### config.mk
export PLATFORM = sky130hd
export DESIGN_NAME = pattern_ctrl
export DESIGN_NICKNAME = d
export VERILOG_FILES = /design/src/rtl/pattern_ctrl_pkg.sv /design/src/rtl/pattern_ctrl_auto_timer.sv /design/src/rtl/pattern_ctrl.sv
export SDC_FILE = /design/constraint.sdc
export NUM_CORES = 1
export LEC_CHECK = 0
export CORE_UTILIZATION = 61
export DETAILED_ROUTE_END_ITERATION = 10
export PLACE_DENSITY = 0.86
export RECOVER_POWER = 100
export SYNTH_ARGS = -nofsm -noshare
export SYNTH_HDL_FRONTEND = slang
export SYNTH_HIERARCHICAL = 1
export SYNTH_SLANG_ARGS = --single-unit
export TNS_END_PERCENT = 10
### constraint.sdc
create_clock -name clk -period 3.8 [get_ports clk]
set_input_delay 0.57 -clock clk [delete_from_list [all_inputs] [get_ports clk]]
set_output_delay 0.57 -clock clk [all_outputs]
set_load 0.005 [all_outputs]
### src/rtl/pattern_ctrl_pkg.sv
// Shared key indices, state/field encodings and the speed-adjust helper for
// the pattern controller.
package pattern_ctrl_pkg;

  localparam int unsigned KEY_UP   = 0;
  localparam int unsigned KEY_DOWN = 1;
  localparam int unsigned KEY_SEL  = 2;
  localparam int unsigned KEY_AUTO = 3;

  typedef enum logic {
    MANUAL = 1'b0,
    AUTO   = 1'b1
  } state_e;

  typedef enum logic {
    FIELD_PAT = 1'b0,
    FIELD_SPD = 1'b1
  } field_e;

  localparam logic [1:0] SPEED_MIN = 2'd0;
  localparam logic [1:0] SPEED_MAX = 2'd3;

  // Saturating speed step; callers guarantee up and down are not both set.
  function automatic logic [1:0] speed_adjust(input logic [1:0] spd,
                                              input logic       up,
                                              input logic       down);
    logic [1:0] res;
    res = spd;
    if (up && (spd != SPEED_MAX)) begin
      res = spd + 2'd1;
    end else if (down && (spd != SPEED_MIN)) begin
      res = spd - 2'd1;
    end
    return res;
  endfunction

endpackage

### src/rtl/pattern_ctrl_auto_timer.sv
// Auto-step timer: counts 0..(AUTO_PERIOD>>period_shift)-1 while enabled and
// flags the terminal count combinationally.
module auto_timer #(
  parameter int unsigned AUTO_PERIOD = 50_000_000
) (
  input  logic       clk,
  input  logic       rst_n,
  input  logic       enable,
  input  logic       clear,
  input  logic [1:0] period_shift,
  output logic       tc
);

  localparam int unsigned CntW = $clog2(AUTO_PERIOD);

  logic [CntW-1:0] cnt_q, cnt_d;
  logic [CntW-1:0] last_cnt;

  assign last_cnt = CntW'((AUTO_PERIOD >> period_shift) - 1);
  assign tc       = enable && (cnt_q == last_cnt);

  always_comb begin
    cnt_d = cnt_q;
    if (clear || !enable || tc) begin
      cnt_d = '0;
    end else begin
      cnt_d = cnt_q + CntW'(1);
    end
  end

  always_ff @(posedge clk or negedge rst_n) begin
    if (!rst_n) begin
      cnt_q <= '0;
    end else begin
      cnt_q <= cnt_d;
    end
  end

endmodule

### src/rtl/pattern_ctrl.sv
// Display pattern controller: manual up/down editing of pattern or speed, and
// an auto mode that steps the pattern at a speed-dependent period.
module pattern_ctrl
  import pattern_ctrl_pkg::*;
#(
  parameter int unsigned PATTERN_NUM = 8,
  parameter int unsigned AUTO_PERIOD = 50_000_000
) (
  input  logic       clk,
  input  logic       rst_n,
  input  logic [3:0] key_pulse,
  output logic [2:0] pattern_idx,
  output logic [1:0] speed,
  output logic       field_sel,
  output logic       auto_mode,
  output logic       step_pulse
);

  localparam logic [2:0] PatLast = 3'(PATTERN_NUM - 1);

  state_e     state_q, state_d;
  field_e     field_q, field_d;
  logic [2:0] pat_q, pat_d;
  logic [1:0] spd_q, spd_d;
  logic       step_q, step_d;

  logic key_up, key_down, key_sel, key_auto;
  logic up_only, down_only;
  logic timer_en, timer_clr, timer_tc;

  assign key_up    = key_pulse[KEY_UP];
  assign key_down  = key_pulse[KEY_DOWN];
  assign key_sel   = key_pulse[KEY_SEL];
  assign key_auto  = key_pulse[KEY_AUTO];
  assign up_only   = key_up && !key_down;
  assign down_only = key_down && !key_up;

  function automatic logic [2:0] pat_inc(input logic [2:0] p);
    return (p == PatLast) ? 3'd0 : p + 3'd1;
  endfunction

  function automatic logic [2:0] pat_dec(input logic [2:0] p);
    return (p == 3'd0) ? PatLast : p - 3'd1;
  endfunction

  always_comb begin
    state_d = state_q;
    field_d = field_q;
    pat_d   = pat_q;
    spd_d   = spd_q;

    // Priority: auto > sel > up/down; lower-priority keys are dropped.
    if (key_auto) begin
      state_d = (state_q == AUTO) ? MANUAL : AUTO;
    end else if (key_sel) begin
      if (state_q == MANUAL) begin
        field_d = (field_q == FIELD_PAT) ? FIELD_SPD : FIELD_PAT;
      end
    end else if (up_only || down_only) begin
      if ((state_q == AUTO) || (field_q == FIELD_SPD)) begin
        spd_d = speed_adjust(spd_q, up_only, down_only);
      end else begin
        pat_d = up_only ? pat_inc(pat_q) : pat_dec(pat_q);
      end
    end

    // In AUTO up/down never touch the pattern, so the timer step cannot collide.
    if ((state_q == AUTO) && timer_tc && !key_auto) begin
      pat_d = pat_inc(pat_q);
    end

    step_d = (pat_d != pat_q);
  end

  assign timer_en  = (state_q == AUTO);
  assign timer_clr = ((state_q == MANUAL) && (state_d == AUTO)) || (spd_d != spd_q);

  auto_timer #(
    .AUTO_PERIOD (AUTO_PERIOD)
  ) u_auto_timer (
    .clk          (clk),
    .rst_n        (rst_n),
    .enable       (timer_en),
    .clear        (timer_clr),
    .period_shift (spd_q),
    .tc           (timer_tc)
  );

  always_ff @(posedge clk or negedge rst_n) begin
    if (!rst_n) begin
      state_q <= MANUAL;
      field_q <= FIELD_PAT;
      pat_q   <= 3'd0;
      spd_q   <= 2'd0;
      step_q  <= 1'b0;
    end else begin
      state_q <= state_d;
      field_q <= field_d;
      pat_q   <= pat_d;
      spd_q   <= spd_d;
      step_q  <= step_d;
    end
  end

  assign pattern_idx = pat_q;
  assign speed       = spd_q;
  assign field_sel   = field_q;
  assign auto_mode   = (state_q == AUTO);
  assign step_pulse  = step_q;

endmodule

# Word-level counts from Yosys, hierarchy flattened
# Cells that the tools add are included.
[totals] output_inout_bits=8 regBits=34 input_bits=6 word_cells=58
[op_classes] n_addsub=6 muxes=18 n_eq_ne=5 reduce_logical=20 shifts=1 n_bitwise=2
[ops] operator="adder 26 x 1 -> 26 bit (second input constant)" n=1
[ops] operator="== test 26 bit" n=1
[ops] operator="two-way mux 26 bit" n=1
[ops] operator="right shift 26 x 2 -> 26 bit (first input constant)" n=1
[ops] operator="subtractor 26 x 1 -> 26 bit (second input constant)" n=1
[ops] operator="two-way mux 3 bit" n=8
[ops] operator="two-way mux 2 bit" n=6
[ops] operator="logical AND 1 bit" n=8
[ops] operator="logical OR 1 bit" n=5
[ops] operator="zero test 1 bit" n=4
[ops] operator="adder 3 x 1 -> 3 bit (second input constant)" n=1
[ops] operator="== test 3 bit (second input constant)" n=1
[ops] operator="zero test 3 bit" n=1
[ops] operator="two-way mux 1 bit" n=3
[ops] operator="inequality test 3 bit" n=1
[ops] operator="AND reduction 3 bit" n=1
[ops] operator="subtractor 3 x 1 -> 3 bit (second input constant)" n=1
[ops] operator="adder 2 x 1 -> 2 bit (second input constant)" n=1
[ops] operator="inequality test 2 bit" n=1
[ops] operator="inequality test 2 bit (second input constant)" n=1
[ops] operator="NOT 1 bit" n=2
[ops] operator="nonzero test 2 bit" n=1
[ops] operator="subtractor 2 x 1 -> 2 bit (second input constant)" n=1

# Logic depth before layout (Yosys ltp)
# Gate-level depths: netlist (run 1).
[depth] word_depth=14 depth_mapped=13 ltp_nobuf=11

# Hierarchy
# The synthesis (run 1) kept the hierarchy.
[by_module_without_submodules] mod="auto_timer" cells_each=167 n_inst=1 area_each_um2=1556.5
[by_module_without_submodules] mod="pattern_ctrl" cells_each=75 n_inst=1 area_each_um2=665.6

# Least setup slack after synthesis (run 1)
# Ideal clock, no wire load.
[synth_path] path_kind="register to register" start="register spd_q[1], in the netlist speed[1]" end="register step_q, in the netlist step_pulse" path_stages_with_launch=14 n_path_buf=2 required_time_ps=3670 slack_ps=1184 t_arrival_ps=2486 synth_period_minus_slack_ps=2616 path_cell_list="dfrtp_1 > buf_4 > and2_1 > inv_1 > ha_1 > xnor2_1 > nor4_1 > o221ai_1 > nor4_1 > and3b_1 > buf_6 > or2_0 > o221a_1 > o211ai_2"
[synth_via] elab_chain_cells=8
[synth_lines] item="start: declaration" line="pattern_ctrl.sv:24" text="logic [1:0] spd_q, spd_d;"
[synth_lines] item="start signal: assignment" line="pattern_ctrl.sv:100" text="spd_q <= spd_d;"
[synth_lines] item="right shift 26 x 2 -> 26 bit" line="pattern_ctrl_auto_timer.sv:19" text="assign last_cnt = CntW'((AUTO_PERIOD >> period_shift) - 1);"
[synth_lines] item="subtractor 26 x 1 -> 26 bit" line="pattern_ctrl_auto_timer.sv:19"
[synth_lines] item="== test 26 bit" line="pattern_ctrl_auto_timer.sv:20" text="assign tc = enable && (cnt_q == last_cnt);"
[synth_lines] item="logical AND 1 bit" line="pattern_ctrl_auto_timer.sv:20"
[synth_lines] item="net timer_tc" line="pattern_ctrl.sv:29" text="logic timer_en, timer_clr, timer_tc;"
[synth_lines] item="logical AND 1 bit (2 in series)" line="pattern_ctrl.sv:68" text="if ((state_q == AUTO) && timer_tc && !key_auto) begin"
[synth_lines] item="two-way mux 3 bit" line="pattern_ctrl.sv:68"
[synth_lines] item="inequality test 3 bit" line="pattern_ctrl.sv:72" text="step_d = (pat_d != pat_q);"
[synth_lines] item="net step_d" line="pattern_ctrl.sv:25" text="logic step_q, step_d;"
[synth_lines] item="end signal: assignment" line="pattern_ctrl.sv:101" text="step_q <= step_d;"
[synth_lines] item="end: declaration" line="pattern_ctrl.sv:25"
# The timed path passes the listed nets, and every way through them passes these cells.
# A chain may end at the register's enable or synchronous reset.

# Worst setup path in the final report (run 1)
[layout_path] start="register spd_q[0], in the netlist speed[0]" end="register u_auto_timer.cnt_q[7]"
[layout_via] elab_chain_cells=13 elab_cells_between_ends=21
[layout_lines] item="parallel branches: the longest is 11 deep, another holds subtractor 26 x 1 -> 26 bit"
[layout_lines] item="logical OR 1 bit *" line="pattern_ctrl_auto_timer.sv:24" text="if (clear || !enable || tc) begin"
[layout_lines] item="two-way mux 26 bit *" line="pattern_ctrl_auto_timer.sv:24"
[layout_lines] item="net u_auto_timer.cnt_d[7]" line="pattern_ctrl_auto_timer.sv:16" text="logic [CntW-1:0] cnt_q, cnt_d;"
[layout_lines] item="end signal: assignment" line="pattern_ctrl_auto_timer.sv:35" text="cnt_q <= cnt_d;"
[layout_lines] item="end: declaration" line="pattern_ctrl_auto_timer.sv:16"
# Mark *: on every way through the listed nets, which the timed path passes.

==> metrics.md, run 1 <==
| Metric | Value |
|---|---|
| Synthesized area | `around 2200 um2` |
| Layout Skew | `0.01438 ns` |
| CTS clk-pin slew, worst paths | `~0.10 ns` |
| Leakage | `1.032 nW` |
| Final GP Congestion | `between 0.8 and 0.9` |
| Starting Density | `0.6505` |
| CTS tree | `built` |
| Max_cap viols | `1` |
| Residual DRC | `0` |
| Layout cell share with drive strength beyond 1 | `0.06250` |
| Vias after detailed routing | `about 1800` |
| Hold_buf cts | `0` |
| Post-CTS Resized | `0` |
| Die extent in y | `between 60 and 70 um` |
| Top post-synthesis cells by area | `dfrtp_1 38%, xor2_1 7.5%, nor2_1 6.3%, ha_1 6.2%, xnor2_1 4.3%` |
| Hold Path Class | `register to register` |
| Fin Setup TNS | `0 ns` |
| Max Clk Rate | `about 320 MHz` |
| Area delta synth->final | `8.840%` |
| FF/Latch Area | `about 850 um2` |
| Most frequent cells in the layout | `37 x nor2_1, 34 x dfrtp_1, 19 x xor2_1, 15 x inv_1, 12 x nand2_1` |
| Num Clock Sinks | `34` |
| Relative slew slack | `-0.2127` |
| Type of origin of the critical path | `register` |
| Syn Nets | `between 200 and 300` |
| Initial antenna violation count | `0` |
| Comb pwr share | `0.412` |
| Max FO, Critical Path | `16` |
| Least-Margin Pin Slew | `1.819 ns` |
| Placeable Area | `3416 um2` |
| Status | `complete, but fails checks` |
| Worst Setup Path Type | `register to register` |
| Syn Area/Cell | `roughly 9.2 um2` |
| Worst setup margin | `roughly 0.65 ns` |
| Die width | `62.36 um` |
| Tmin final | `3.152 ns` |
| EDFF count, synth | `0` |
| Clock Root Buffer | `clkbuf_4` |
| Leading area contributor after synthesis | `dfrtp_1` |
| Top sig layer | `met4` |
| Final nets | `around 270` |
| Sequential share of power | `0.388` |
| Net switching fraction of the power | `0.3881` |
| Clock latency on the worst-skew pair | `around 0.35 ns` |
| Largest net degree at the start of global routing | `35` |
| Main synth FF type | `dfrtp_1` |
| Synth cell types | `51` |
| Yosys reg bits | `34` |
| Final hold vios | `0` |
| Maximum buffer depth of the clock tree | `2` |
| # fillers | `267` |
| Overall Global Routing Usage | `0.2534` |
| P_int | `approximately 800 uW` |
| Routed len/inst | `between 10 and 15 um` |
| # rows | `21` |
| PwrDens | `around 540 nW/um2` |
| Vias/cell | `~5.9` |
| WL met3 | `about 260 um` |
| Top Ports | `14` |
| Vias in the first global route | `1733` |
| Diodes inserted | `0` |
| M1 wire length | `slightly above 2000 um` |
| PortBufs | `13` |
| Synth warnings | `6` |
| Violated checks | `capacitance limit, slew limit` |
| RSZ-0062 raised after global routing | `false` |
| Post-CTS Setup Bufs | `0` |
| Dpl hpwl | `about 3200 um` |
| Critical path endpoint category | `register` |
| Syn Inst Count | `242` |
| Multi-input logic area | `1237 um2` |
| Clock group share of total power | `0.201` |
| Htree depth | `2` |
| CP arrival | `about 3.4 ns` |
| Pre-CTS setup slack | `around 0.73 ns` |
| FFs w/ async S/R, synth | `1.000` |
| Die footprint | `about 3900 um2` |
| Final period util | `0.8295` |
| Peak supply drop | `around 430 uV` |
| Top-area cell type share of the netlist area | `0.3829` |
| Sequential-to-total area share from yosys stat | `0.3829` |
| DRT iter0 DRCs | `110` |
| Post-Route WL | `~4500 um` |
| Most common cell after layout, fill and taps aside | `nor2_1` |
| Total CTS buffers | `5` |
| Grt total ovfl | `0` |
| P_sw | `approximately 500 uW` |
| Setup Viol. Count Final | `0` |
| Antenna-violating nets left | `0` |
| Met2 wire len | `~2200 um` |
| Drt pass-1 iters | `5` |
| Global-route wire length before repair | `7576 um` |
| Max Transition Viols Final | `35` |
| Req. time, crit path | `~4 ns` |
[metal layers]
layer | global-route usage | vias to the layer above
met3 | 0.06618 | 8
met5 | 0 | -
met4 | 0.1308 | 0
met2 | 0.3984 | 54
li1 | - | 867
met1 | 0.3217 | 846
[layout make-up]
| cell class | instances | area share |
|---|---|---|
| multi-input cells | 184 | 0.5116 |
| well taps | 46 | 0.02380 |
| repair buffers | 15 | 0.05742 |
| clock buffers | 5 | 0.01552 |
| flip-flops and latches | 34 | 0.3518 |
| inverters | 15 | 0.02328 |
| clock inverters | 3 | 0.01655 |
[registers in the layout, summed over array words and instances (netlist names)]
| signal | flops |
|---|---|
| speed | 2 |
| field_sel | 1 |
| auto_mode | 1 |
| pattern_idx | 3 |
| u_auto_timer/cnt_q | 26 |
| step_pulse | 1 |
[critical path, cell delays in order (launching register included)]
cell and delay (ns):
dfrtp_1 0.64, and2_0 0.26, inv_1 0.09, ha_1 0.29
xnor2_1 0.12, nor4_1 0.18, o221ai_1 0.23, o41ai_4 0.68
clkbuf_2 0.42, nor2_1 0.11
[stage by stage]
stage | total power, mW | hold WS [ns] | cells | instance area (um2) | util
finish | 1.312 | 0.5057 | 302 | 2419 | 0.7081
global route | 1.393 | 0.5183 | 302 | 2419 | 0.7081
CTS | 1.338 | 0.5093 | 302 | 2440 | 0.7143
detailed placement | 1.074 | 0.4948 | 294 | 2362 | 0.6916
global placement | 1.053 | 0.4743 | 294 | 2362 | 0.6916
floorplan | 0.9094 | 0.2744 | 242 | 2222 | -
[cell usage after synthesis (all sizes together), types with 2 or more instances]
| cell type | instances |
|---|---|
| nor3b | 5 |
| or2 | 5 |
| a31oi | 2 |
| xor2 | 19 |
| o21ai | 5 |
| nand2b | 6 |
| and4 | 5 |
| nand4 | 7 |
| xnor2 | 11 |
| nand2 | 12 |
| inv | 15 |
| nor4b | 2 |
| nor4 | 3 |
| dfrtp | 34 |
| a21oi | 8 |
| nor3 | 2 |
| clkbuf | 3 |
| o211ai | 2 |
| and2 | 3 |
| nand3b | 2 |
| buf | 6 |
| nand3 | 10 |
| nor2b | 3 |
| ha | 11 |
| and3 | 3 |
| nor2 | 38 |
[power by group through the flow]
stage | Clock [mW] | Combinational, mW | Sequential (mW)
after floorplan | 0 | 0.431 | 0.479
after global placement | 0 | 0.539 | 0.514
after detailed placement | 0 | 0.558 | 0.516
after CTS | 0.265 | 0.564 | 0.509
after global routing | 0.280 | 0.596 | 0.518
final | 0.263 | 0.540 | 0.509
[final timing paths]
check | startpoint | endpoint | slack [ns] | cells past startpoint
setup / recovery | speed[0] | u_auto_timer/cnt_q[7] | 0.65 | 9
hold / removal | u_auto_timer/cnt_q[0] | u_auto_timer/cnt_q[0] | 0.51 | 1
max in group asynchronous | rst_n | speed[0] | 1.52 | 2
setup reg to reg | speed[0] | u_auto_timer/cnt_q[7] | 0.65 | 9
hold reg to reg | u_auto_timer/cnt_q[0] | u_auto_timer/cnt_q[0] | 0.51 | 1
min in group asynchronous | rst_n | pattern_idx[0] | 1.23 | 2
[logic make-up after synthesis]
kind of cell | after synthesis | synth area share
buffers and inverters | 24 | 0.05349
XOR/XNOR | 30 | 0.1182
AO/OA/AOI/OAI | 33 | 0.1171
flip-flops | 34 | 0.3829
adder cells (fa/ha/maj) | 11 | 0.06194
multiplexers | 1 | 0.005067
AND/OR/NAND/NOR | 109 | 0.2613
No activity file was read; power rests on OpenSTA's default activity.
==> run 2, diff against run 1 <==
--- a/config.mk
+++ b/config.mk
@@ -5,9 +5,9 @@
 export SDC_FILE = /design/constraint.sdc
 export NUM_CORES = 1
 export LEC_CHECK = 0
-export CORE_UTILIZATION = 61
+export CORE_UTILIZATION = 59
 export DETAILED_ROUTE_END_ITERATION = 10
-export PLACE_DENSITY = 0.86
+export PLACE_DENSITY = 0.83
 export RECOVER_POWER = 100
 export SYNTH_ARGS = -nofsm -noshare
 export SYNTH_HDL_FRONTEND = slang
==> constraint.sdc (replaced) <==
create_clock -name clk -period 3.1 [get_ports clk]
set_input_delay 0.465 -clock clk [delete_from_list [all_inputs] [get_ports clk]]
set_output_delay 0.465 -clock clk [all_outputs]
set_load 0.005 [all_outputs]
==> metrics.md, run 2 (synthesis gave the netlist of run 1 again) <==
| Metric | Value |
|---|---|
| Status | `complete, but fails checks` |
| Violated checks | `capacitance limit, slew limit` |
| DRT iter0 DRCs | `around 160` |
| Peak supply drop | `approximately 500 uV` |
| Drt pass-1 iters | `4` |
| Relative slew slack | `-0.1956` |
| Net switching fraction of the power | `0.3673` |
| Comb pwr share | `0.434` |
| P_int | `roughly 1.1 mW` |
| Starting Density | `0.6407` |
| Area delta synth->final | `12.44%` |
| Pre-CTS setup slack | `~0.17 ns` |
| Vias/cell | `~5.8` |
| FF/Latch Area | `850.8 um2` |
| WHS | `about 0.47 ns` |
| Req. time, crit path | `3.28 ns` |
| Top Ports | `14` |
| Placed cell area | `2400 um2` |
| Layout Skew | `approximately 0.0064 ns` |
| Post-Layout Inst Area | `roughly 2500 um2` |
| Max Transition Viols Final | `35` |
| Overall Global Routing Usage | `0.2537` |
| Post-Route WL | `4581 um` |
| Placeable Area | `3468 um2` |
| # rows | `21` |
| Clock latency on the worst-skew pair | `just under 0.3 ns` |
| PwrDens | `between 600 and 700 nW/um2` |
| PortBufs | `13` |
| Final nets | `between 200 and 300` |
| CTS tree | `built` |
| Total CTS buffers | `5` |
| Antenna-violating nets left | `0` |
| Global-route wire length before repair | `between 7000 and 8000 um` |
| Tmin final | `2.893 ns` |
| Leakage | `~1.1 nW` |
| Worst Setup Path Type | `primary input to register` |
| Vias in the first global route | `approximately 1800` |
| Max Clk Rate | `between 300 and 400 MHz` |
| Final GP Congestion | `around 1.0` |
| CTS clk-pin slew, worst paths | `approximately 0.07 ns` |
| Final period util | `0.9333` |
| Die extent in y | `63.37 um` |
| Largest net degree at the start of global routing | `35` |
| Residual DRC | `0` |
| Htree depth | `2` |
| Final hold vios | `0` |
| Critical path endpoint category | `register` |
| Vias after detailed routing | `approximately 1800` |
| Most frequent cells in the layout | `37 x nor2_1, 34 x dfrtp_1, 19 x xor2_1, 15 x inv_1, 12 x nand2_1` |
| Maximum buffer depth of the clock tree | `2` |
| Type of origin of the critical path | `primary input` |
| Flip-flop count of the largest register after layout | `26` |
| Routed len/inst | `between 10 and 15 um` |
| RSZ-0062 raised after global routing | `false` |
| Setup Viol. Count Final | `0` |
| CP arrival | `between 3 and 4 ns` |
| Max_cap viols | `1` |
| Sequential share of power | `0.337` |
| Clock group share of total power | `0.230` |
| Initial antenna violation count | `0` |
| Max FO, Critical Path | `8` |
| Diodes inserted | `0` |
| Layout cell share with drive strength beyond 1 | `0.08647` |
| P_sw | `636.6 uW` |
| Hold Path Class | `register to register` |
| Die width | `about 63 um` |
| Clock Root Buffer | `clkbuf_8` |
| Grt total ovfl | `0` |
| Multi-input logic area | `approximately 1200 um2` |
| Dpl hpwl | `approximately 3100 um` |
| Top reg by flops | `u_auto_timer/cnt_q` |
| Least-Margin Pin Slew | `around 1.8 ns` |
| Fin Setup TNS | `0 ns` |
| Die footprint | `4016 um2` |
| Num Clock Sinks | `34` |
| # fillers | `~260` |
| Most common cell after layout, fill and taps aside | `nor2_1` |
| Worst setup margin | `between 0.2 and 0.25 ns` |
run 2: power groups by stage:
stage	Combinational [mW]	Sequential (mW)	Clock, mW
after floorplan	0.528	0.587	0
after global placement	0.726	0.590	0
after detailed placement	0.739	0.591	0
after CTS	0.746	0.584	0.407
after global routing	0.837	0.593	0.424
final	0.752	0.583	0.398
run 2: per-stage QoR:
stage	cells	power, mW	util
3_3_place_gp	299	1.316	0.6919
2_1_floorplan	242	1.115	-
6_report	312	1.733	0.7204
4_1_cts	307	1.737	0.7233
5_1_grt	312	1.854	0.7204
3_5_place_dp	299	1.331	0.6919
run 2: layer usage:
metal	track usage	routed length, um	up-vias
li1	-	-	884
met3	0.07428	220	8
met4	0.07955	59	0
met5	0	0	-
met2	0.4229	2121	45
met1	0.3135	2180	862
run 2: final cells by class:
type | instances | share of cell area
Clock buffer | 5 | 0.02754
Timing Repair Buffer | 25 | 0.08262
Tap cell | 46 | 0.02303
Clock inverter | 3 | 0.01602
Sequential cell | 34 | 0.3405
Inverter | 15 | 0.02253
Multi-Input combinational cell | 184 | 0.4877
run 2: worst paths after layout:
kind / end / slack [ns] / startpoint / depth (start not counted)
min in group asynchronous: pattern_idx[0] / 1.20 / rst_n / 2
max: u_auto_timer/cnt_q[25] / 0.21 / key_pulse[0] / 11
min reg2reg: u_auto_timer/cnt_q[0] / 0.47 / u_auto_timer/cnt_q[0] / 1
max in group asynchronous: u_auto_timer/cnt_q[3] / 0.87 / rst_n / 2
min: u_auto_timer/cnt_q[0] / 0.47 / u_auto_timer/cnt_q[0] / 1
max reg2reg: u_auto_timer/cnt_q[25] / 0.26 / speed[0] / 10
run 2: repair_timing:
action                                  4_1_cts  5_1_grt
buffers inserted                              0        5
endpoints found under the setup margin        0        8
gates resized for setup                       0        0
hold buffers                                  0        0
run 2: worst max-delay path: stages:
cell and delay [ns]:
dlygate4sd3_1 0.55, inv_1 0.05, ha_1 0.29, or3_1 0.43, a211oi_1 0.27, or2_2 0.17
nor2b_1 0.04, o41ai_1 0.09, clkbuf_1 0.42, buf_4 0.24, nor2_1 0.06
